[config.mk]
export PLATFORM = sky130hd
export DESIGN_NAME = pipeline_ctrl_flat
export DESIGN_NICKNAME = d
export VERILOG_FILES = /design/src/rtl/pipeline_ctrl_if.sv /design/src/rtl/pipeline_ctrl.sv /design/src/flat_wrapper.sv
export SDC_FILE = /design/constraint.sdc
export NUM_CORES = 1
export LEC_CHECK = 0
export ABC_AREA = 1
export BUFFER_PORTS_ARGS = -buffer_cell sky130_fd_sc_hd__buf_2
export CORE_MARGIN = 1
export CORE_UTILIZATION = 50
export CTS_CLUSTER_DIAMETER = 150
export DETAILED_ROUTE_END_ITERATION = 6
export GPL_TIMING_DRIVEN = 0
export PLACE_DENSITY = 0.77
export SLEW_MARGIN = 30
export SYNTH_ARGS = -nofsm -noshare
export SYNTH_HDL_FRONTEND = slang
export SYNTH_SLANG_ARGS = --single-unit
[constraint.sdc]
create_clock -name sysclk -period 1.9 [get_ports sysclk]
set_input_delay 0.19 -clock sysclk [delete_from_list [all_inputs] [get_ports sysclk]]
set_output_delay 0.19 -clock sysclk [all_outputs]
set_load 0.02 [all_outputs]
[src/rtl/pipeline_ctrl_if.sv]
// Hazard inputs and stall/flush controls exchanged between the pipeline
// datapath and the pipeline_ctrl sequencer.
`timescale 1ns/1ps
interface pipeline_ctrl_if;
  localparam int unsigned REG_W = 5;
  localparam int unsigned CNT_W = 16;

  logic [REG_W-1:0] ID_rs;
  logic [REG_W-1:0] ID_rt;
  logic             ID_uses_rt;
  logic             ID_jump;
  logic             EX_MemRead;
  logic [REG_W-1:0] EX_Write_Register;
  logic             EX_branch_taken;
  logic             MEM_MemRead;
  logic             MEM_MemWrite;
  logic             dmem_ready;

  logic             PC_write;
  logic             IF_ID_write;
  logic             IF_ID_flush;
  logic             ID_EX_flush;
  logic             EX_MEM_hold;
  logic             MEM_WB_bubble;
  logic             dmem_req;
  logic             mem_fault;
  logic [CNT_W-1:0] stall_cycles;

  // Sequencer side.
  modport master (
    input  ID_rs, ID_rt, ID_uses_rt, ID_jump, EX_MemRead, EX_Write_Register,
           EX_branch_taken, MEM_MemRead, MEM_MemWrite, dmem_ready,
    output PC_write, IF_ID_write, IF_ID_flush, ID_EX_flush, EX_MEM_hold,
           MEM_WB_bubble, dmem_req, mem_fault, stall_cycles
  );

  // Datapath side.
  modport slave (
    output ID_rs, ID_rt, ID_uses_rt, ID_jump, EX_MemRead, EX_Write_Register,
           EX_branch_taken, MEM_MemRead, MEM_MemWrite, dmem_ready,
    input  PC_write, IF_ID_write, IF_ID_flush, ID_EX_flush, EX_MEM_hold,
           MEM_WB_bubble, dmem_req, mem_fault, stall_cycles
  );
endinterface

[src/rtl/pipeline_ctrl.sv]
// Stall/flush sequencer for the 5-stage pipeline: load-use, redirects,
// variable-latency data memory with timeout trap, and a stall-cycle counter.
`timescale 1ns/1ps
module pipeline_ctrl #(
  parameter int unsigned MEM_TIMEOUT = 15
) (
  input logic          sysclk,
  input logic          reset,
  pipeline_ctrl_if.master bus
);
  localparam int unsigned WAIT_W = 8;
  localparam int unsigned CNT_W  = 16;
  localparam logic [CNT_W-1:0]  CNT_MAX = {CNT_W{1'b1}};
  localparam logic [WAIT_W-1:0] TIMEOUT = WAIT_W'(MEM_TIMEOUT);

  typedef enum logic [1:0] {
    RUN      = 2'd0,
    MEM_WAIT = 2'd1,
    TRAP     = 2'd2
  } state_t;

  state_t            state;
  logic [WAIT_W-1:0] wait_cnt;
  logic [CNT_W-1:0]  stall_cnt;
  logic              fault;

  logic mem_acc;
  logic mem_stall;
  logic load_use;

  logic pc_write;
  logic if_id_write;
  logic if_id_flush;
  logic id_ex_flush;
  logic ex_mem_hold;
  logic mem_wb_bubble;
  logic dmem_req;

  assign mem_acc   = bus.MEM_MemRead | bus.MEM_MemWrite;
  assign mem_stall = mem_acc & ~bus.dmem_ready & (state != TRAP);
  assign load_use  = bus.EX_MemRead & (bus.EX_Write_Register != 5'd0) &
                     ((bus.EX_Write_Register == bus.ID_rs) |
                      (bus.ID_uses_rt & (bus.EX_Write_Register == bus.ID_rt)));

  // Prioritised control decode; lower-priority hazards are masked by higher ones.
  always_comb begin
    pc_write      = 1'b1;
    if_id_write   = 1'b1;
    if_id_flush   = 1'b0;
    id_ex_flush   = 1'b0;
    ex_mem_hold   = 1'b0;
    mem_wb_bubble = 1'b0;
    dmem_req      = mem_acc & (state != TRAP);
    if (reset) begin
      pc_write      = 1'b0;
      if_id_write   = 1'b0;
      if_id_flush   = 1'b1;
      id_ex_flush   = 1'b1;
      mem_wb_bubble = 1'b1;
      dmem_req      = 1'b0;
    end else if (state == TRAP) begin
      pc_write      = 1'b0;
      if_id_write   = 1'b0;
      ex_mem_hold   = 1'b1;
      mem_wb_bubble = 1'b1;
    end else if (mem_stall) begin
      // ID/EX enable follows EX_MEM_hold, so the whole back end freezes.
      pc_write      = 1'b0;
      if_id_write   = 1'b0;
      ex_mem_hold   = 1'b1;
      mem_wb_bubble = 1'b1;
    end else if (bus.EX_branch_taken) begin
      if_id_flush   = 1'b1;
      id_ex_flush   = 1'b1;
    end else if (load_use) begin
      pc_write      = 1'b0;
      if_id_write   = 1'b0;
      id_ex_flush   = 1'b1;
    end else if (bus.ID_jump) begin
      if_id_flush   = 1'b1;
    end
  end

  // State, memory wait counter, fault flag and saturating stall counter.
  always_ff @(posedge sysclk) begin
    if (reset) begin
      state     <= RUN;
      wait_cnt  <= '0;
      stall_cnt <= '0;
      fault     <= 1'b0;
    end else begin
      if (!pc_write && (stall_cnt != CNT_MAX)) begin
        stall_cnt <= stall_cnt + CNT_W'(1);
      end
      case (state)
        RUN: begin
          if (mem_stall) begin
            state    <= MEM_WAIT;
            wait_cnt <= WAIT_W'(1);
          end
        end
        MEM_WAIT: begin
          if (bus.dmem_ready) begin
            state    <= RUN;
            wait_cnt <= '0;
          end else if (wait_cnt < TIMEOUT) begin
            wait_cnt <= wait_cnt + WAIT_W'(1);
          end else begin
            state <= TRAP;
            fault <= 1'b1;
          end
        end
        default: begin
          state <= TRAP;
        end
      endcase
    end
  end

  assign bus.PC_write      = pc_write;
  assign bus.IF_ID_write   = if_id_write;
  assign bus.IF_ID_flush   = if_id_flush;
  assign bus.ID_EX_flush   = id_ex_flush;
  assign bus.EX_MEM_hold   = ex_mem_hold;
  assign bus.MEM_WB_bubble = mem_wb_bubble;
  assign bus.dmem_req      = dmem_req;
  assign bus.mem_fault     = fault;
  assign bus.stall_cycles  = stall_cnt;
endmodule
[src/flat_wrapper.sv]
// flat-port wrapper written by rule: the top's interface ports become plain ports
module pipeline_ctrl_flat 
#(
  parameter int unsigned MEM_TIMEOUT = 15
)
  (sysclk, reset, bus_ID_rs, bus_ID_rt, bus_ID_uses_rt, bus_ID_jump, bus_EX_MemRead, bus_EX_Write_Register, bus_EX_branch_taken, bus_MEM_MemRead, bus_MEM_MemWrite, bus_dmem_ready, bus_PC_write, bus_IF_ID_write, bus_IF_ID_flush, bus_ID_EX_flush, bus_EX_MEM_hold, bus_MEM_WB_bubble, bus_dmem_req, bus_mem_fault, bus_stall_cycles);
  pipeline_ctrl_if bus_i ();
  input logic sysclk;
  input logic reset;
  input wire logic [$bits(bus_i.ID_rs)-1:0] bus_ID_rs;
  input wire logic [$bits(bus_i.ID_rt)-1:0] bus_ID_rt;
  input wire logic [$bits(bus_i.ID_uses_rt)-1:0] bus_ID_uses_rt;
  input wire logic [$bits(bus_i.ID_jump)-1:0] bus_ID_jump;
  input wire logic [$bits(bus_i.EX_MemRead)-1:0] bus_EX_MemRead;
  input wire logic [$bits(bus_i.EX_Write_Register)-1:0] bus_EX_Write_Register;
  input wire logic [$bits(bus_i.EX_branch_taken)-1:0] bus_EX_branch_taken;
  input wire logic [$bits(bus_i.MEM_MemRead)-1:0] bus_MEM_MemRead;
  input wire logic [$bits(bus_i.MEM_MemWrite)-1:0] bus_MEM_MemWrite;
  input wire logic [$bits(bus_i.dmem_ready)-1:0] bus_dmem_ready;
  output wire logic [$bits(bus_i.PC_write)-1:0] bus_PC_write;
  output wire logic [$bits(bus_i.IF_ID_write)-1:0] bus_IF_ID_write;
  output wire logic [$bits(bus_i.IF_ID_flush)-1:0] bus_IF_ID_flush;
  output wire logic [$bits(bus_i.ID_EX_flush)-1:0] bus_ID_EX_flush;
  output wire logic [$bits(bus_i.EX_MEM_hold)-1:0] bus_EX_MEM_hold;
  output wire logic [$bits(bus_i.MEM_WB_bubble)-1:0] bus_MEM_WB_bubble;
  output wire logic [$bits(bus_i.dmem_req)-1:0] bus_dmem_req;
  output wire logic [$bits(bus_i.mem_fault)-1:0] bus_mem_fault;
  output wire logic [$bits(bus_i.stall_cycles)-1:0] bus_stall_cycles;
  assign bus_i.ID_rs = bus_ID_rs;
  assign bus_i.ID_rt = bus_ID_rt;
  assign bus_i.ID_uses_rt = bus_ID_uses_rt;
  assign bus_i.ID_jump = bus_ID_jump;
  assign bus_i.EX_MemRead = bus_EX_MemRead;
  assign bus_i.EX_Write_Register = bus_EX_Write_Register;
  assign bus_i.EX_branch_taken = bus_EX_branch_taken;
  assign bus_i.MEM_MemRead = bus_MEM_MemRead;
  assign bus_i.MEM_MemWrite = bus_MEM_MemWrite;
  assign bus_i.dmem_ready = bus_dmem_ready;
  assign bus_PC_write = bus_i.PC_write;
  assign bus_IF_ID_write = bus_i.IF_ID_write;
  assign bus_IF_ID_flush = bus_i.IF_ID_flush;
  assign bus_ID_EX_flush = bus_i.ID_EX_flush;
  assign bus_EX_MEM_hold = bus_i.EX_MEM_hold;
  assign bus_MEM_WB_bubble = bus_i.MEM_WB_bubble;
  assign bus_dmem_req = bus_i.dmem_req;
  assign bus_mem_fault = bus_i.mem_fault;
  assign bus_stall_cycles = bus_i.stall_cycles;
  pipeline_ctrl #(.MEM_TIMEOUT(MEM_TIMEOUT)) u_core (.sysclk(sysclk), .reset(reset), .bus(bus_i));
endmodule
### Word level (Yosys, flattened, before mapping)

Index checks and enable logic that the tools add are counted.

| word-level totals | value |
|---|---|
| bits in read-only memories | 0 |
| bits in latches | 0 |
| memory bits (writable) | 0 |
| bits in registers | 27 |
| memories | 0 |
| word-level logic and storage cells | 63 |

| operators by class | value |
|---|---|
| shift-type cells | 0 |
| multipliers | 0 |
| divide/modulo/power cells | 0 |
| reduce and logical (&&, ||, !) cells | 8 |
| mux-type cells | 29 |
| order comparisons | 1 |
| bitwise operators | 10 |
| add/sub/neg operators | 2 |
| equal/unequal tests | 9 |

Operator list:

| cell | count |
|---|---|
| $mux W8 | 3 |
| $mux W1 | 21 |
| $add A16 B1 Y16 const B | 1 |
| $ne A16 B16 Y1 const B | 1 |
| $pmux W8 S2 | 1 |
| $eq A5 B5 Y1 | 2 |
| $add A8 B1 Y8 const B | 1 |
| $lt A8 B4 Y1 const B | 1 |
| $and A1 B1 Y1 | 6 |
| $mux W2 | 3 |
| $reduce_and A3 Y1 | 2 |
| $reduce_bool A5 Y1 | 1 |
| $pmux W2 S2 | 1 |
| $ne A3 B2 Y1 const B | 1 |
| $ne A3 B3 Y1 const B | 1 |
| $eq A2 B1 Y1 const B | 1 |
| $eq A2 B2 Y1 const B | 1 |
| $logic_not A2 Y1 | 1 |
| $ne A2 B1 Y1 const B | 1 |
| $ne A2 B2 Y1 const B | 1 |
| $not A1 Y1 | 2 |
| $or A1 B1 Y1 | 2 |
| $reduce_and A2 Y1 | 1 |
| $reduce_bool A2 Y1 | 1 |
| 2 further kinds | 2 |

### Depth between registers and ports, before layout

Gate-level depths: netlist of the first run.

| depth | value |
|---|---|
| depth in word-level cells | 11 |
| depth in mapped cells | 12 |
| gate-level depth less buffers | 11 |

### Worst setup path before layout of the first run

Ideal clock, no wire load.

| timing | value |
|---|---|
| path kind | flip-flop to flip-flop |
| from | register u_core.stall_cnt[0] (netlist: u_core.bus.stall_cycles[0]) |
| to | register u_core.stall_cnt[0] (netlist: u_core.bus.stall_cycles[0]) |
| path slack | 0.065 ns |
| stages on the path, launching flop included | 10 |
| data required time | 1.784 ns |
| setup time | 0.116 ns |
| arrival time | 1.720 ns |
| cells stage by stage | dfxtp_1 ha_1 nand3_1 inv_2 nand2_2 nor4_4 nand2_4 buf_2 a21oi_1 nor2_1 |

| between the ends | value |
|---|---|
| word-level cells in the longest chain between the ends | 2 |
| elaborated cells on any way between the ends | 3 |
| classes of those cells | add/sub (1); eq/ne (1); reduce/logical (1) |

Ends and longest elaborated chain:

| item | RTL line | RTL |
|---|---|---|
| start, declared | pipeline_ctrl.sv:24 | `logic [CNT_W-1:0] stall_cnt;` |
| start signal, assigned | pipeline_ctrl.sv:93 | `stall_cnt <= stall_cnt + CNT_W'(1);` |
| branches (longest 2 deep; another with $add A16 B1 Y16) | - |  |

Parallel ways; which one is timed is not known.
A chain may end at the register's enable or synchronous reset.

### Final worst setup path of the first run

| timing | value |
|---|---|
| from | register u_core.state[1] |
| to | output bus_PC_write |

| between the ends | value |
|---|---|
| word-level cells in the longest chain between the ends | 5 |
| elaborated cells on any way between the ends | 6 |
| classes of those cells | eq/ne (2); mux (3); bitwise (1) |

Ends and longest elaborated chain:

| item | RTL line | RTL |
|---|---|---|
| start, declared | pipeline_ctrl.sv:22 | `state_t state;` |
| start signal, assigned | pipeline_ctrl.sv:87 | `state <= RUN;` |
| start signal, assigned | pipeline_ctrl.sv:98 | `state <= MEM_WAIT;` |
| start signal, assigned | pipeline_ctrl.sv:104 | `state <= RUN;` |
| $ne A2 B2 Y1 | pipeline_ctrl.sv:40 | `assign mem_stall = mem_acc & ~bus.dmem_ready & (state != TRAP);` |
| $and A1 B1 Y1 | pipeline_ctrl.sv:40 |  |
| $mux W1 | pipeline_ctrl.sv:66 | `end else if (mem_stall) begin` |
| $mux W1 * | pipeline_ctrl.sv:61 | `end else if (state == TRAP) begin` |
| $mux W1 * | pipeline_ctrl.sv:54 | `if (reset) begin` |
| end, declared | flat_wrapper.sv:20 | `output wire logic [$bits(bus_i.PC_write)-1:0] bus_PC_write;` |

Mark *: on every way between the ends. The rest lies on a longest branch, timed or not.

==> impl_metrics.prom, run 1 <==
# TYPE chip_impl_metric gauge
chip_impl_metric{name="setup_violation_total_in_the_final_timing_report",unit=""} 0
chip_impl_metric{name="worst_case_reg_to_reg_path_depth",unit=""} 10
chip_impl_metric{name="grt_pass1_vias",unit=""} 1531
chip_impl_info{name="crit_chain",value="inv_1 -> nor2_2 -> nor2_2 -> nand2_1 -> inv_2 -> nand2_4 -> buf_8 -> inv_1 -> buf_4 -> buf_2"} 1
chip_impl_metric{name="number_of_synthesis_warnings",unit=""} 0
chip_impl_metric{name="layout.nets",unit=""} 352
chip_impl_metric{name="power.clock.fraction",unit="%"} 24.1
chip_impl_metric{name="die_area",unit="mm²"} 0.00370
chip_impl_info{name="crit_path_max_delay_cell_type",value="sky130_fd_sc_hd__dfxtp_2"} 1
chip_impl_metric{name="switching_power",unit="mW"} 0.327
chip_impl_metric{name="clk_pin_slew_worst_paths",unit="ns"} 0.15
chip_impl_metric{name="antenna_cells_inserted",unit=""} 0
chip_impl_metric{name="fin_setup_tns",unit="ns"} 0
chip_impl_metric{name="fin_total_pwr",unit="mW"} 1.08
chip_impl_metric{name="placed_cells_incl_taps",unit=""} 356
chip_impl_metric{name="globalRouteTotalUtil",unit="%"} 23.1
chip_impl_info{name="critPathLaunchType",value="flop"} 1
chip_impl_info{name="clock-root-buffer",value="sky130_fd_sc_hd__clkbuf_4"} 1
chip_impl_metric{name="share_of_layout_cells_above_drive_strength_1",unit="%"} 30.2
chip_impl_info{name="synth_top_family_by_area",value="simple AND/OR/NAND/NOR gates"} 1
chip_impl_metric{name="drt-pass1-iter-count",unit=""} 4
chip_impl_metric{name="area_delta_synth_final",unit="%"} 24.7
chip_impl_metric{name="floorplan.die.width",unit="µm"} 60.8
chip_impl_metric{name="rows",unit=""} 20
chip_impl_info{name="worstSetupEndpointType",value="output port"} 1
chip_impl_metric{name="top_achievable_clock_speed",unit="MHz"} 561
chip_impl_metric{name="grt_max_degree",unit=""} 17
chip_impl_info{name="cts_tree",value="done"} 1
chip_impl_metric{name="global_route_wire_length_before_repair",unit="µm"} 6470
chip_impl_info{name="run_status",value="finished, final reports clean"} 1
chip_impl_metric{name="leakagePower",unit="nW"} 1.02
chip_impl_metric{name="synthesis.instances",unit=""} 265
chip_impl_metric{name="wirelength_met1",unit="µm"} 1830
chip_impl_metric{name="vias",unit=""} 1801
chip_impl_metric{name="critical_path_buf_inv_count",unit=""} 6
chip_impl_metric{name="internal_portion_of_total_power",unit="mW"} 0.755
chip_impl_metric{name="sequential_cell_area",unit="µm²"} 547
chip_impl_metric{name="worst_ep_arrival_time",unit="ns"} 1.59
chip_impl_metric{name="post_layout_cell_count",unit=""} 369
chip_impl_metric{name="synthXorXnorAreaFrac",unit="%"} 7.09
chip_impl_metric{name="report.final.slew_viol_count",unit=""} 0
chip_impl_metric{name="synth_compound_area_share",unit="%"} 9.77
chip_impl_metric{name="cts-buffers-inserted",unit=""} 3
chip_impl_metric{name="synth_cell_type_count",unit=""} 27
chip_impl_metric{name="drt_first_iter_violations",unit=""} 104
chip_impl_metric{name="synth_seq_area_share",unit="%"} 31.3
chip_impl_metric{name="tritoncts_num_sinks",unit=""} 27
chip_impl_metric{name="cts.path.max_buffers",unit=""} 2
chip_impl_info{name="critical_path.reg2reg.startpoint",value="u_core.bus.stall_cycles[0]"} 1
chip_impl_metric{name="ctsHoldBuffers",unit=""} 0
chip_impl_info{name="unrepaired_setup_endpoints_after_global_routing",value="no"} 1
chip_impl_metric{name="period_minus_slack",unit="ns"} 1.78
chip_impl_metric{name="num-fill-cells",unit=""} 301
chip_impl_metric{name="io-pin-count",unit=""} 48
chip_impl_metric{name="via_per_inst",unit=""} 4.88
chip_impl_metric{name="final_min_period_over_clock_period",unit="%"} 93.9
chip_impl_metric{name="ff2ff_setup_slack",unit="ns"} 0.16
chip_impl_info{name="route.top_layer_used",value="met4"} 1
chip_impl_metric{name="met3RoutedLength",unit="µm"} 262
chip_impl_metric{name="antenna_left",unit=""} 0
chip_impl_metric{name="worst_path_largest_cell_delay",unit="ns"} 0.35
chip_impl_info{name="crit_family",value="buffers and inverters"} 1
chip_impl_metric{name="power.ir.vdd_worst",unit="mV"} 0.276
chip_impl_metric{name="grt_antenna_before_repair",unit=""} 0
chip_impl_metric{name="detailed_placement_wirelength_estimate",unit="µm"} 2940
chip_impl_metric{name="place.gp.congestion",unit=""} 0.950
chip_impl_metric{name="hold_viol_final",unit=""} 0
chip_impl_metric{name="core_area",unit="mm²"} 0.00318
chip_impl_metric{name="cp.required",unit="ns"} 1.71
chip_impl_info{name="crit_type",value="reg -> out"} 1
chip_impl_metric{name="synthesized_flop_and_latch_total",unit=""} 27
chip_impl_metric{name="post_synth_and_or_nand_nor_area_fraction",unit="%"} 38.9
chip_impl_metric{name="timing.hold.worst_path_depth",unit=""} 2
chip_impl_metric{name="wire_per_inst",unit="µm"} 10.5
chip_impl_metric{name="pwr_density_cell",unit="mW/mm²"} 502
chip_impl_metric{name="htree_num_levels",unit=""} 1
chip_impl_metric{name="synth_area",unit="mm²"} 0.00173
chip_impl_metric{name="synthMuxAreaShare",unit="%"} 0
chip_impl_info{name="crit-reg2reg-capture",value="u_core.bus.stall_cycles[14]"} 1
chip_impl_metric{name="grt_overflow_total",unit=""} 0
chip_impl_metric{name="postRouteWirelength",unit="µm"} 3870
chip_impl_metric{name="p_seq_share",unit="%"} 54.8
chip_impl_info{name="hold_path.startpoint",value="reset"} 1
chip_impl_metric{name="start_util",unit="%"} 54.4
chip_impl_metric{name="worst_hold_slack",unit="ns"} 0.0927
chip_impl_metric{name="combPwrFrac",unit="%"} 21.1
chip_impl_metric{name="die_h",unit="µm"} 60.8
chip_impl_metric{name="synth_nets",unit=""} 291
chip_impl_metric{name="dpl_cell_area",unit="mm²"} 0.00202
chip_impl_metric{name="power_switching_share",unit="%"} 30.2
chip_impl_info{name="worstHoldEndpoint",value="u_core.wait_cnt[4]"} 1
chip_impl_metric{name="worst_slew_pin_slew",unit="ns"} 0.656
chip_impl_metric{name="place.port_buffers",unit=""} 47
chip_impl_metric{name="drc_errors",unit=""} 0
chip_impl_info{name="hold_class",value="in -> reg"} 1
chip_impl_metric{name="crit_path_max_fanout",unit=""} 5
chip_impl_metric{name="stdcell_area",unit="mm²"} 0.00216
chip_impl_metric{name="avgSynthCellArea",unit="µm²"} 6.53
chip_impl_metric{name="cap_viol_max_count",unit=""} 0
chip_impl_metric{name="worst_clock_skew",unit="ns"} 0.00281
chip_impl_metric{name="worstSkewPairLatency",unit="ns"} 0.33
chip_impl_metric{name="post_synth_fa_ha_maj_area_fraction",unit="%"} 1.45
chip_impl_metric{name="maxSlewHeadroom",unit="%"} 56.3
chip_impl_metric{name="met2_length",unit="µm"} 1720
chip_impl_metric{name="multi_input_comb_area",unit="mm²"} 0.00100
synth_stat cells:
cell / instances / share of area [%]
sky130_fd_sc_hd__a21oi_1: 10 / 2.9
sky130_fd_sc_hd__a21oi_2: 10 / 5.1
sky130_fd_sc_hd__a31oi_1: 1 / 0.36
sky130_fd_sc_hd__buf_2: 1 / 0.29
sky130_fd_sc_hd__buf_4: 1 / 0.43
sky130_fd_sc_hd__buf_6: 3 / 2.0
sky130_fd_sc_hd__clkbuf_1: 2 / 0.43
sky130_fd_sc_hd__clkinv_1: 1 / 0.22
sky130_fd_sc_hd__dfxtp_1: 27 / 31
sky130_fd_sc_hd__ha_1: 2 / 1.4
sky130_fd_sc_hd__inv_1: 28 / 6.1
sky130_fd_sc_hd__inv_2: 10 / 2.2
sky130_fd_sc_hd__nand2_1: 68 / 15
sky130_fd_sc_hd__nand2_2: 2 / 0.72
sky130_fd_sc_hd__nand2_4: 2 / 1.3
sky130_fd_sc_hd__nand3_1: 26 / 7.5
sky130_fd_sc_hd__nand3_2: 1 / 0.58
sky130_fd_sc_hd__nand4_1: 6 / 2.2
sky130_fd_sc_hd__nor2_1: 33 / 7.2
sky130_fd_sc_hd__nor3_1: 9 / 2.6
sky130_fd_sc_hd__nor3b_1: 1 / 0.43
sky130_fd_sc_hd__nor4_4: 1 / 1.2
sky130_fd_sc_hd__o21ai_0: 3 / 0.87
sky130_fd_sc_hd__o21ai_1: 2 / 0.58
sky130_fd_sc_hd__or2_1: 1 / 0.36
sky130_fd_sc_hd__xnor2_1: 6 / 3.0
sky130_fd_sc_hd__xor2_1: 8 / 4.1
worst register-to-register path, cell delays in order, from the launching register on:
cell and delay [ns]:
sky130_fd_sc_hd__dfxtp_4 0.41, sky130_fd_sc_hd__ha_2 0.22, sky130_fd_sc_hd__nand3_1 0.13, sky130_fd_sc_hd__inv_2 0.10, sky130_fd_sc_hd__nand2_2 0.08, sky130_fd_sc_hd__nor4_4 0.19
sky130_fd_sc_hd__nand2_4 0.12, sky130_fd_sc_hd__nand2_4 0.12, sky130_fd_sc_hd__buf_6 0.14, sky130_fd_sc_hd__nand2_1 0.07, sky130_fd_sc_hd__a21oi_2 0.11
metal layers:
metal	vias up	GRT usage (%)
li1	955	-
met1	784	30.7
met2	56	38.8
met3	6	3.41
met4	0	6.82
met5	-	0
what timing repair did:
action,CTS,global route
buffers inserted,1,8
gates resized for setup,4,9
cloned,0,1
setup endpoints to repair,12,14
pin swaps,2,3
layout by cell type, fill, tap and decap left out:
| cell | netlist | final |
|---|---|---|
| sky130_fd_sc_hd__ha_1 | 2 | 1 |
| sky130_fd_sc_hd__o21ai_1 | 2 | 2 |
| sky130_fd_sc_hd__dfxtp_1 | 27 | 24 |
| sky130_fd_sc_hd__ha_2 | 0 | 1 |
| sky130_fd_sc_hd__buf_2 | 1 | 47 |
| sky130_fd_sc_hd__inv_1 | 28 | 28 |
| sky130_fd_sc_hd__nand4_1 | 6 | 6 |
| sky130_fd_sc_hd__nor3b_1 | 1 | 1 |
| sky130_fd_sc_hd__inv_2 | 10 | 11 |
| sky130_fd_sc_hd__buf_6 | 3 | 1 |
| sky130_fd_sc_hd__xor2_1 | 8 | 8 |
| sky130_fd_sc_hd__clkbuf_1 | 2 | 2 |
| sky130_fd_sc_hd__a21oi_1 | 10 | 10 |
| sky130_fd_sc_hd__clkinvlp_4 | 0 | 1 |
| sky130_fd_sc_hd__nand2_2 | 2 | 1 |
| sky130_fd_sc_hd__or2_1 | 1 | 1 |
| sky130_fd_sc_hd__o21ai_0 | 3 | 3 |
| sky130_fd_sc_hd__nor2_2 | 0 | 2 |
| sky130_fd_sc_hd__a31oi_1 | 1 | 1 |
| sky130_fd_sc_hd__xnor2_1 | 6 | 6 |
| sky130_fd_sc_hd__dfxtp_4 | 0 | 1 |
| sky130_fd_sc_hd__nor2_1 | 33 | 31 |
| sky130_fd_sc_hd__nand2_4 | 2 | 3 |
| sky130_fd_sc_hd__nand2_1 | 68 | 68 |
| sky130_fd_sc_hd__clkbuf_4 | 0 | 3 |
| sky130_fd_sc_hd__clkbuf_16 | 0 | 1 |
| sky130_fd_sc_hd__nor4_4 | 1 | 1 |
| sky130_fd_sc_hd__nand3_2 | 1 | 1 |
| sky130_fd_sc_hd__nor3_1 | 9 | 9 |
| sky130_fd_sc_hd__dfxtp_2 | 0 | 2 |
| sky130_fd_sc_hd__nand3_1 | 26 | 26 |
| sky130_fd_sc_hd__a21oi_2 | 10 | 10 |
| sky130_fd_sc_hd__buf_8 | 0 | 1 |
| sky130_fd_sc_hd__buf_4 | 1 | 11 |
kinds of logic (layout without fill, tap and decap cells):
| family | after synthesis | after routing |
|---|---|---|
| AOI/OAI and AO/OA | 26 | 26 |
| buffers and inverters | 46 | 106 |
| xor gates and xnor gates | 14 | 14 |
| DFF | 27 | 27 |
| adders and majority gates | 2 | 2 |
| and+or+nand+nor | 150 | 150 |
power by group through the flow:
stage	sequential, mW	combinational, mW	clock (mW)
2_1_floorplan	0.609	0.130	0
3_3_place_gp	0.604	0.204	0
3_5_place_dp	0.605	0.208	0
4_1_cts	0.593	0.211	0.266
5_1_grt	0.597	0.258	0.287
6_report	0.593	0.228	0.261
final cells by class:
class / count / area share [%]
multi-input cells: 192 / 46.4
plain buffers: 6 / 2.26
well taps: 44 / 2.55
clock buffers: 3 / 1.04
repair buffers: 57 / 15.2
inverters: 39 / 6.79
flip-flops and latches: 27 / 25.4
clock inverters: 1 / 0.348
state kept, by name (all words and copies together), names as in the netlist:
name / count
u_core.bus.stall_cycles: 16
u_core.wait_cnt: 8
u_core.bus.mem_fault: 1
u_core.state: 2
how the worst max path moves through the flow:
stage / from / end / slack, ns / cells past startpoint
CTS: u_core.state[1] / bus_PC_write / -0.01 / 11
global route: u_core.state[1] / bus_PC_write / 0.01 / 10
finish: u_core.state[1] / bus_PC_write / 0.12 / 10
detailed placement: u_core.bus.stall_cycles[0] / u_core.bus.stall_cycles[15] / 0.001 / 9
global placement: u_core.bus.stall_cycles[0] / u_core.bus.stall_cycles[15] / 0.002 / 9
floorplan: u_core.bus.stall_cycles[0] / u_core.bus.stall_cycles[0] / 0.06 / 9
per-stage QoR:
step | setup WS [ns] | utilization (%)
floorplan | 0.0647 | -
global placement | 0.00227 | 63.5
detailed placement | 0.00115 | 63.5
CTS | -0.0135 | 65.0
global route | 0.0144 | 67.8
finish | 0.116 | 67.8
Power figures use the tool's default switching activity.
==> run 2, diff against run 1 <==
==> constraint.sdc (replaced) <==
create_clock -name sysclk -period 1.9 [get_ports sysclk]
set_input_delay 0.38 -clock sysclk [delete_from_list [all_inputs] [get_ports sysclk]]
set_output_delay 0.38 -clock sysclk [all_outputs]
set_load 0.02 [all_outputs]
==> impl_metrics.prom, run 2 (same netlist as run 1, synthesis figures left out) <==
# TYPE chip_impl_metric gauge
chip_impl_metric{name="antenna_left",unit=""} 0
chip_impl_metric{name="start_util",unit="%"} 54.4
chip_impl_metric{name="detailed_placement_wirelength_estimate",unit="µm"} 2910
chip_impl_metric{name="grt_antenna_before_repair",unit=""} 0
chip_impl_metric{name="globalRouteTotalUtil",unit="%"} 23.0
chip_impl_metric{name="worstSkewPairLatency",unit="ns"} 0.32
chip_impl_info{name="crit_type",value="in -> out"} 1
chip_impl_metric{name="power.clock.fraction",unit="%"} 23.0
chip_impl_metric{name="stdcell_area",unit="mm²"} 0.00219
chip_impl_metric{name="internal_portion_of_total_power",unit="mW"} 0.757
chip_impl_info{name="route.top_layer_used",value="met4"} 1
chip_impl_metric{name="layout.nets",unit=""} 350
chip_impl_metric{name="vias",unit=""} 1787
chip_impl_metric{name="wire_per_inst",unit="µm"} 10.4
chip_impl_metric{name="ctsHoldBuffers",unit=""} 0
chip_impl_info{name="crit_chain",value="buf_2 -> inv_1 -> nand2_1 -> nand2_1 -> nor2_1 -> nand3_1 -> nand2_2 -> nand3_4 -> nand2_8 -> clkinvlp_4 -> buf_6 -> buf_6"} 1
chip_impl_metric{name="dpl_cell_area",unit="mm²"} 0.00204
chip_impl_metric{name="cap_viol_max_count",unit=""} 0
chip_impl_metric{name="drt_first_iter_violations",unit=""} 70
chip_impl_metric{name="met3RoutedLength",unit="µm"} 209
chip_impl_metric{name="worst_clock_skew",unit="ns"} 0.00114
chip_impl_info{name="mostFrequentLayoutCells",value="sky130_fd_sc_hd__nand2_1, sky130_fd_sc_hd__buf_2, sky130_fd_sc_hd__nor2_1, sky130_fd_sc_hd__nand3_1, sky130_fd_sc_hd__inv_1"} 1
chip_impl_metric{name="io-pin-count",unit=""} 48
chip_impl_metric{name="maxSlewHeadroom",unit="%"} 55.3
chip_impl_metric{name="hold_viol_final",unit=""} 0
chip_impl_metric{name="drc_errors",unit=""} 0
chip_impl_metric{name="switching_power",unit="mW"} 0.318
chip_impl_metric{name="power.ir.vdd_worst",unit="mV"} 0.238
chip_impl_metric{name="postRouteWirelength",unit="µm"} 3830
chip_impl_metric{name="largest_register_ff_count",unit=""} 16
chip_impl_metric{name="tritoncts_num_sinks",unit=""} 27
chip_impl_info{name="cts_tree",value="done"} 1
chip_impl_metric{name="crit_path_max_fanout",unit=""} 8
chip_impl_metric{name="antenna_cells_inserted",unit=""} 0
chip_impl_metric{name="worst_ep_arrival_time",unit="ns"} 1.43
chip_impl_metric{name="met2_length",unit="µm"} 1750
chip_impl_info{name="worstSetupEndpointType",value="output port"} 1
chip_impl_metric{name="period_minus_slack",unit="ns"} 1.81
chip_impl_info{name="critPathLaunchType",value="input port"} 1
chip_impl_metric{name="wirelength_met1",unit="µm"} 1830
chip_impl_metric{name="grt_overflow_total",unit=""} 0
chip_impl_metric{name="core_area",unit="mm²"} 0.00318
chip_impl_metric{name="via_per_inst",unit=""} 4.87
chip_impl_metric{name="grt_pass1_vias",unit=""} 1570
chip_impl_info{name="hold_class",value="in -> reg"} 1
chip_impl_info{name="layout_commonest_cell",value="sky130_fd_sc_hd__nand2_1"} 1
chip_impl_info{name="crit_path_max_delay_cell_type",value="sky130_fd_sc_hd__buf_6"} 1
chip_impl_metric{name="pre_cts_slack",unit="ns"} -0.231
chip_impl_metric{name="clk_pin_slew_worst_paths",unit="ns"} 0.14
chip_impl_metric{name="drt-pass1-iter-count",unit=""} 4
chip_impl_metric{name="worst_slew_pin_slew",unit="ns"} 0.670
chip_impl_metric{name="area_delta_synth_final",unit="%"} 26.8
chip_impl_metric{name="floorplan.die.width",unit="µm"} 60.8
chip_impl_metric{name="worst_path_largest_cell_delay",unit="ns"} 0.12
chip_impl_info{name="run_status",value="finished, final reports clean"} 1
chip_impl_metric{name="global_route_wire_length_before_repair",unit="µm"} 6410
chip_impl_metric{name="htree_num_levels",unit=""} 1
chip_impl_metric{name="final_min_period_over_clock_period",unit="%"} 95.2
chip_impl_metric{name="placed_cells_incl_taps",unit=""} 356
chip_impl_metric{name="layout.core_utilization",unit="%"} 69.0
chip_impl_metric{name="place.port_buffers",unit=""} 47
chip_impl_metric{name="p_seq_share",unit="%"} 55.2
chip_impl_metric{name="place.gp.congestion",unit=""} 0.911
chip_impl_metric{name="setup_violation_total_in_the_final_timing_report",unit=""} 0
chip_impl_metric{name="cts.path.max_buffers",unit=""} 2
chip_impl_info{name="clock-root-buffer",value="sky130_fd_sc_hd__clkbuf_4"} 1
chip_impl_metric{name="grt_max_degree",unit=""} 15
chip_impl_metric{name="cts-buffers-inserted",unit=""} 3
chip_impl_metric{name="top_achievable_clock_speed",unit="MHz"} 553
chip_impl_metric{name="die_area",unit="mm²"} 0.00370
chip_impl_metric{name="pwr_density_cell",unit="mW/mm²"} 490
chip_impl_info{name="crit_family",value="simple AND/OR/NAND/NOR gates"} 1
chip_impl_metric{name="worst_slack",unit="ns"} 0.0920
chip_impl_metric{name="combPwrFrac",unit="%"} 21.8
chip_impl_metric{name="rows",unit=""} 20
chip_impl_metric{name="power_switching_share",unit="%"} 29.6
chip_impl_metric{name="share_of_layout_cells_above_drive_strength_1",unit="%"} 32.8
chip_impl_metric{name="die_h",unit="µm"} 60.8
chip_impl_metric{name="critical_path_buf_inv_count",unit=""} 5
chip_impl_metric{name="cp.required",unit="ns"} 1.52
chip_impl_metric{name="leakagePower",unit="nW"} 1.00
chip_impl_metric{name="report.final.slew_viol_count",unit=""} 0
chip_impl_metric{name="post_layout_cell_count",unit=""} 367
chip_impl_metric{name="fin_total_pwr",unit="mW"} 1.07
## run 2: changes by cell type in the layout (fill, tap and decap cells not counted), moves of 2 or more
| cell | previous run | this run |
|---|---|---|
| sky130_fd_sc_hd__buf_2 | 47 | 42 |
| sky130_fd_sc_hd__buf_6 | 1 | 6 |
| sky130_fd_sc_hd__inv_1 | 28 | 24 |
| sky130_fd_sc_hd__inv_4 | 0 | 2 |
| sky130_fd_sc_hd__nand2_1 | 68 | 63 |
| sky130_fd_sc_hd__nand2_2 | 1 | 6 |
## run 2: repair_timing
action,CTS,global route
buffers inserted,6,3
setup endpoints to repair,13,13
cloned,0,0
pin swaps,3,13
gates resized for setup,9,23
## run 2: layer usage
| metal | vias to the layer above | track usage [%] |
|---|---|---|
| met4 | 0 | 8.12 |
| met2 | 48 | 38.0 |
| met3 | 4 | 4.26 |
| li1 | 960 | - |
| met1 | 775 | 30.0 |
| met5 | - | 0 |
## run 2: layout make-up
cell class	count	area (µm²)
buffer	5	35.0
timing repair buffer	56	333
clock buffer	4	26.3
inverter	39	155
sequential	27	551
multi-input combinational	192	1040
fill	299	986
tap	44	55.1
## run 2: path summary, 6_finish.rpt
path	startpoint	endpoint	slack, ns	cells past startpoint
min reg2reg	u_core.wait_cnt[6]	u_core.wait_cnt[6]	0.45	2
min	reset	u_core.wait_cnt[4]	0.29	2
max	bus_ID_rs[3]	bus_PC_write	0.09	12
max reg2reg	u_core.bus.stall_cycles[1]	u_core.bus.stall_cycles[13]	0.16	10
## run 2: metrics by stage
step / setup TNS (ns) / hold WS, ns
after detailed placement: -0.369 / 0.428
after floorplan: -0.0393 / 0.419
final: 0 / 0.291
after global placement: -0.360 / 0.428
after global routing: -0.00540 / 0.279
after CTS: -0.106 / 0.278
## run 2: power by group through the flow
| stage | Combinational (mW) | Sequential (mW) | Clock (mW) |
|---|---|---|---|
| 4_1_cts | 0.224 | 0.594 | 0.257 |
| 3_3_place_gp | 0.207 | 0.604 | 0 |
| 3_5_place_dp | 0.211 | 0.605 | 0 |
| 2_1_floorplan | 0.134 | 0.609 | 0 |
| 5_1_grt | 0.261 | 0.596 | 0.283 |
| 6_report | 0.235 | 0.593 | 0.247 |
==> run 3, diff against run 2 <==
CELL_PAD_IN_SITES_DETAIL_PLACEMENT = 1   (was not set)
CELL_PAD_IN_SITES_GLOBAL_PLACEMENT = 1   (was not set)
CORE_UTILIZATION = 36   (was 50)
PLACE_DENSITY = not set   (was 0.77)
PLACE_DENSITY_LB_ADDON = 0.1   (was not set)
REMOVE_ABC_BUFFERS = 1   (was not set)
==> impl_metrics.prom, run 3 (same netlist as run 1, synthesis figures left out) <==
# TYPE chip_impl_metric gauge
chip_impl_info{name="run_status",value="complete, but fails checks"} 1
chip_impl_info{name="violations",value="DRC"} 1
chip_impl_metric{name="timing.hold.worst_path_depth",unit=""} 4
chip_impl_info{name="mostFrequentLayoutCells",value="sky130_fd_sc_hd__nand2_1, sky130_fd_sc_hd__buf_2, sky130_fd_sc_hd__nor2_1, sky130_fd_sc_hd__inv_1, sky130_fd_sc_hd__nand3_1"} 1
chip_impl_metric{name="grt_antenna_before_repair",unit=""} 0
chip_impl_metric{name="htree_num_levels",unit=""} 1
chip_impl_metric{name="globalRouteTotalUtil",unit="%"} 19.5
chip_impl_metric{name="layout.nets",unit=""} 346
chip_impl_metric{name="core_area",unit="mm²"} 0.00447
chip_impl_metric{name="worst_hold_slack",unit="ns"} 0.419
chip_impl_metric{name="worst_clock_skew",unit="ns"} 0.00440
chip_impl_metric{name="cts.path.max_buffers",unit=""} 2
chip_impl_metric{name="pre_cts_slack",unit="ns"} -0.315
chip_impl_info{name="critPathLaunchType",value="flop"} 1
chip_impl_metric{name="drt_first_iter_violations",unit=""} 58
chip_impl_metric{name="worst_path_largest_cell_delay",unit="ns"} 0.39
chip_impl_metric{name="maxSlewHeadroom",unit="%"} 71.6
chip_impl_metric{name="floorplan.die.width",unit="µm"} 71.3
chip_impl_metric{name="share_of_layout_cells_above_drive_strength_1",unit="%"} 29.5
chip_impl_metric{name="critical_path_buf_inv_count",unit=""} 2
chip_impl_metric{name="crit_path_max_fanout",unit=""} 7
chip_impl_metric{name="postRouteWirelength",unit="µm"} 4820
chip_impl_metric{name="drt-pass1-iter-count",unit=""} 6
chip_impl_metric{name="hold_viol_final",unit=""} 0
chip_impl_metric{name="cp.required",unit="ns"} 2.06
chip_impl_metric{name="largest_register_ff_count",unit=""} 16
chip_impl_info{name="critical_path_sink",value="u_core.bus.stall_cycles[5]"} 1
chip_impl_metric{name="worst_slack",unit="ns"} 0.0701
chip_impl_metric{name="report.final.slew_viol_count",unit=""} 0
chip_impl_info{name="crit_path_max_delay_cell_type",value="sky130_fd_sc_hd__dfxtp_2"} 1
chip_impl_info{name="cts_tree",value="done"} 1
chip_impl_metric{name="cts-buffers-inserted",unit=""} 3
chip_impl_info{name="layout_commonest_cell",value="sky130_fd_sc_hd__nand2_1"} 1
chip_impl_metric{name="ctsHoldBuffers",unit=""} 0
chip_impl_metric{name="place.port_buffers",unit=""} 47
chip_impl_metric{name="clk_pin_slew_worst_paths",unit="ns"} 0.11
chip_impl_metric{name="ff2ff_setup_slack",unit="ns"} 0.07
chip_impl_metric{name="worstSkewPairLatency",unit="ns"} 0.28
chip_impl_metric{name="global_route_wire_length_before_repair",unit="µm"} 7980
chip_impl_metric{name="antenna_left",unit=""} 0
chip_impl_metric{name="grt_max_degree",unit=""} 25
chip_impl_metric{name="top_achievable_clock_speed",unit="MHz"} 546
chip_impl_metric{name="final_min_period_over_clock_period",unit="%"} 96.3
chip_impl_metric{name="grt_pass1_vias",unit=""} 1801
chip_impl_metric{name="cap_viol_max_count",unit=""} 0
chip_impl_metric{name="antenna_cells_inserted",unit=""} 0
chip_impl_info{name="worstSetupEndpointType",value="flop"} 1
chip_impl_metric{name="detailed_placement_wirelength_estimate",unit="µm"} 3460
chip_impl_metric{name="place.gp.congestion",unit=""} 0.878
chip_impl_info{name="hold_class",value="in -> reg"} 1
chip_impl_metric{name="start_util",unit="%"} 38.6
chip_impl_metric{name="via_per_inst",unit=""} 4.97
chip_impl_info{name="crit_family",value="simple AND/OR/NAND/NOR gates"} 1
chip_impl_metric{name="die_h",unit="µm"} 71.3
chip_impl_metric{name="period_minus_slack",unit="ns"} 1.83
chip_impl_metric{name="leakagePower",unit="nW"} 0.996
chip_impl_metric{name="grt_overflow_total",unit=""} 0
chip_impl_metric{name="setup_violation_total_in_the_final_timing_report",unit=""} 0
chip_impl_info{name="setup.worst_path.start",value="u_core.bus.stall_cycles[1]"} 1
chip_impl_info{name="crit_type",value="reg -> reg"} 1
chip_impl_metric{name="worst_slew_pin_slew",unit="ns"} 0.423
chip_impl_info{name="clock-root-buffer",value="sky130_fd_sc_hd__clkbuf_8"} 1
chip_impl_metric{name="vias",unit=""} 1843
chip_impl_metric{name="wire_per_inst",unit="µm"} 13.0
chip_impl_metric{name="sequential_cell_area",unit="µm²"} 546
chip_impl_info{name="critical_path.reg2reg.startpoint",value="u_core.bus.stall_cycles[1]"} 1
chip_impl_metric{name="worst_ep_arrival_time",unit="ns"} 1.99
chip_impl_metric{name="rows",unit=""} 24
chip_impl_info{name="crit_chain",value="ha_4 -> nand3_1 -> inv_2 -> nand2_2 -> nor4_4 -> nand2_4 -> buf_12 -> nand3_1 -> a21oi_2"} 1
chip_impl_metric{name="multi_input_comb_area",unit="mm²"} 0.00106
chip_impl_metric{name="pwr_density_cell",unit="mW/mm²"} 539
chip_impl_metric{name="num-fill-cells",unit=""} 625
chip_impl_metric{name="tritoncts_num_sinks",unit=""} 27
chip_impl_metric{name="worst-path-stages",unit=""} 9
chip_impl_metric{name="worst_case_reg_to_reg_path_depth",unit=""} 9
chip_impl_metric{name="drc_errors",unit=""} 3
chip_impl_metric{name="power.ir.vdd_worst",unit="mV"} 0.345
chip_impl_metric{name="area_delta_synth_final",unit="%"} 25.4
chip_impl_info{name="worst_path_most_repeated_cell",value="sky130_fd_sc_hd__nand3_1"} 1
chip_impl_metric{name="die_area",unit="mm²"} 0.00508
chip_impl_metric{name="io-pin-count",unit=""} 48
chip_impl_info{name="crit-reg2reg-capture",value="u_core.bus.stall_cycles[5]"} 1
==> run 3: changes by cell type in the layout (fill, tap and decap cells not counted), sizes merged <==
cell and change:
nand2 +3, clkbuf -3, clkinv +1, buf -5
==> run 3: worst min-delay path: stages <==
cell and delay (ns):
sky130_fd_sc_hd__buf_2 0.10, sky130_fd_sc_hd__nor2_1 0.06, sky130_fd_sc_hd__nand2_1 0.06, sky130_fd_sc_hd__a21oi_1 0.05
==> run 3: routing by layer <==
layer  track usage (%)  part of all wire (%)  wire length (µm)
met5                 0                     0                 0
met4              3.33                  0.52                25
met3              2.25                   3.2               153
met2              33.7                    47              2240
met1              26.6                    50              2400
==> run 3: how the worst min path moves through the flow <==
stage	from	endpoint
final	bus_dmem_ready	u_core.state[0]
after global routing	bus_dmem_ready	u_core.state[0]
after CTS	bus_dmem_ready	u_core.state[0]
after detailed placement	u_core.wait_cnt[7]	u_core.wait_cnt[7]
after global placement	u_core.wait_cnt[7]	u_core.wait_cnt[7]
after floorplan	u_core.wait_cnt[6]	u_core.wait_cnt[6]
==> run 3: through the flow <==
step | utilization (%) | cell area, µm² | TNS (ns) | instances | total power [mW]
6_report | 48.5 | 2170 | 0 | 371 | 1.17
2_1_floorplan | - | 1680 | 0 | 258 | 0.720
3_3_place_gp | 44.2 | 1980 | -3.71 | 357 | 0.799
3_5_place_dp | 44.2 | 1980 | -3.49 | 357 | 0.805
5_1_grt | 48.5 | 2170 | -0.0604 | 371 | 1.23
4_1_cts | 46.0 | 2060 | 0 | 363 | 1.16
==> run 3: cell type report <==
type,count,share of cell area [%]
Clock buffer,3,1.90
Timing Repair Buffer,54,14.0
Clock inverter,1,0.346
Inverter,39,6.75
Sequential cell,27,25.2
Multi-Input combinational cell,195,48.9
Tap cell,52,3.00
==> run 3: power by group <==
group          internal, mW  leakage, nW  switching [mW]
Clock                 0.149       0.0217           0.202
Combinational        0.0824        0.755           0.143
Sequential            0.579        0.219          0.0139
Total                 0.810        0.996           0.359
==> run 3: timing repair <==
item | 4_1_cts | 5_1_grt
pin swaps | 1 | 3
buffers inserted | 1 | 6
endpoints found under the setup margin | 16 | 18
gates resized for setup | 5 | 9
cloned | 1 | 2
hold endpoints to repair | 0 | 0
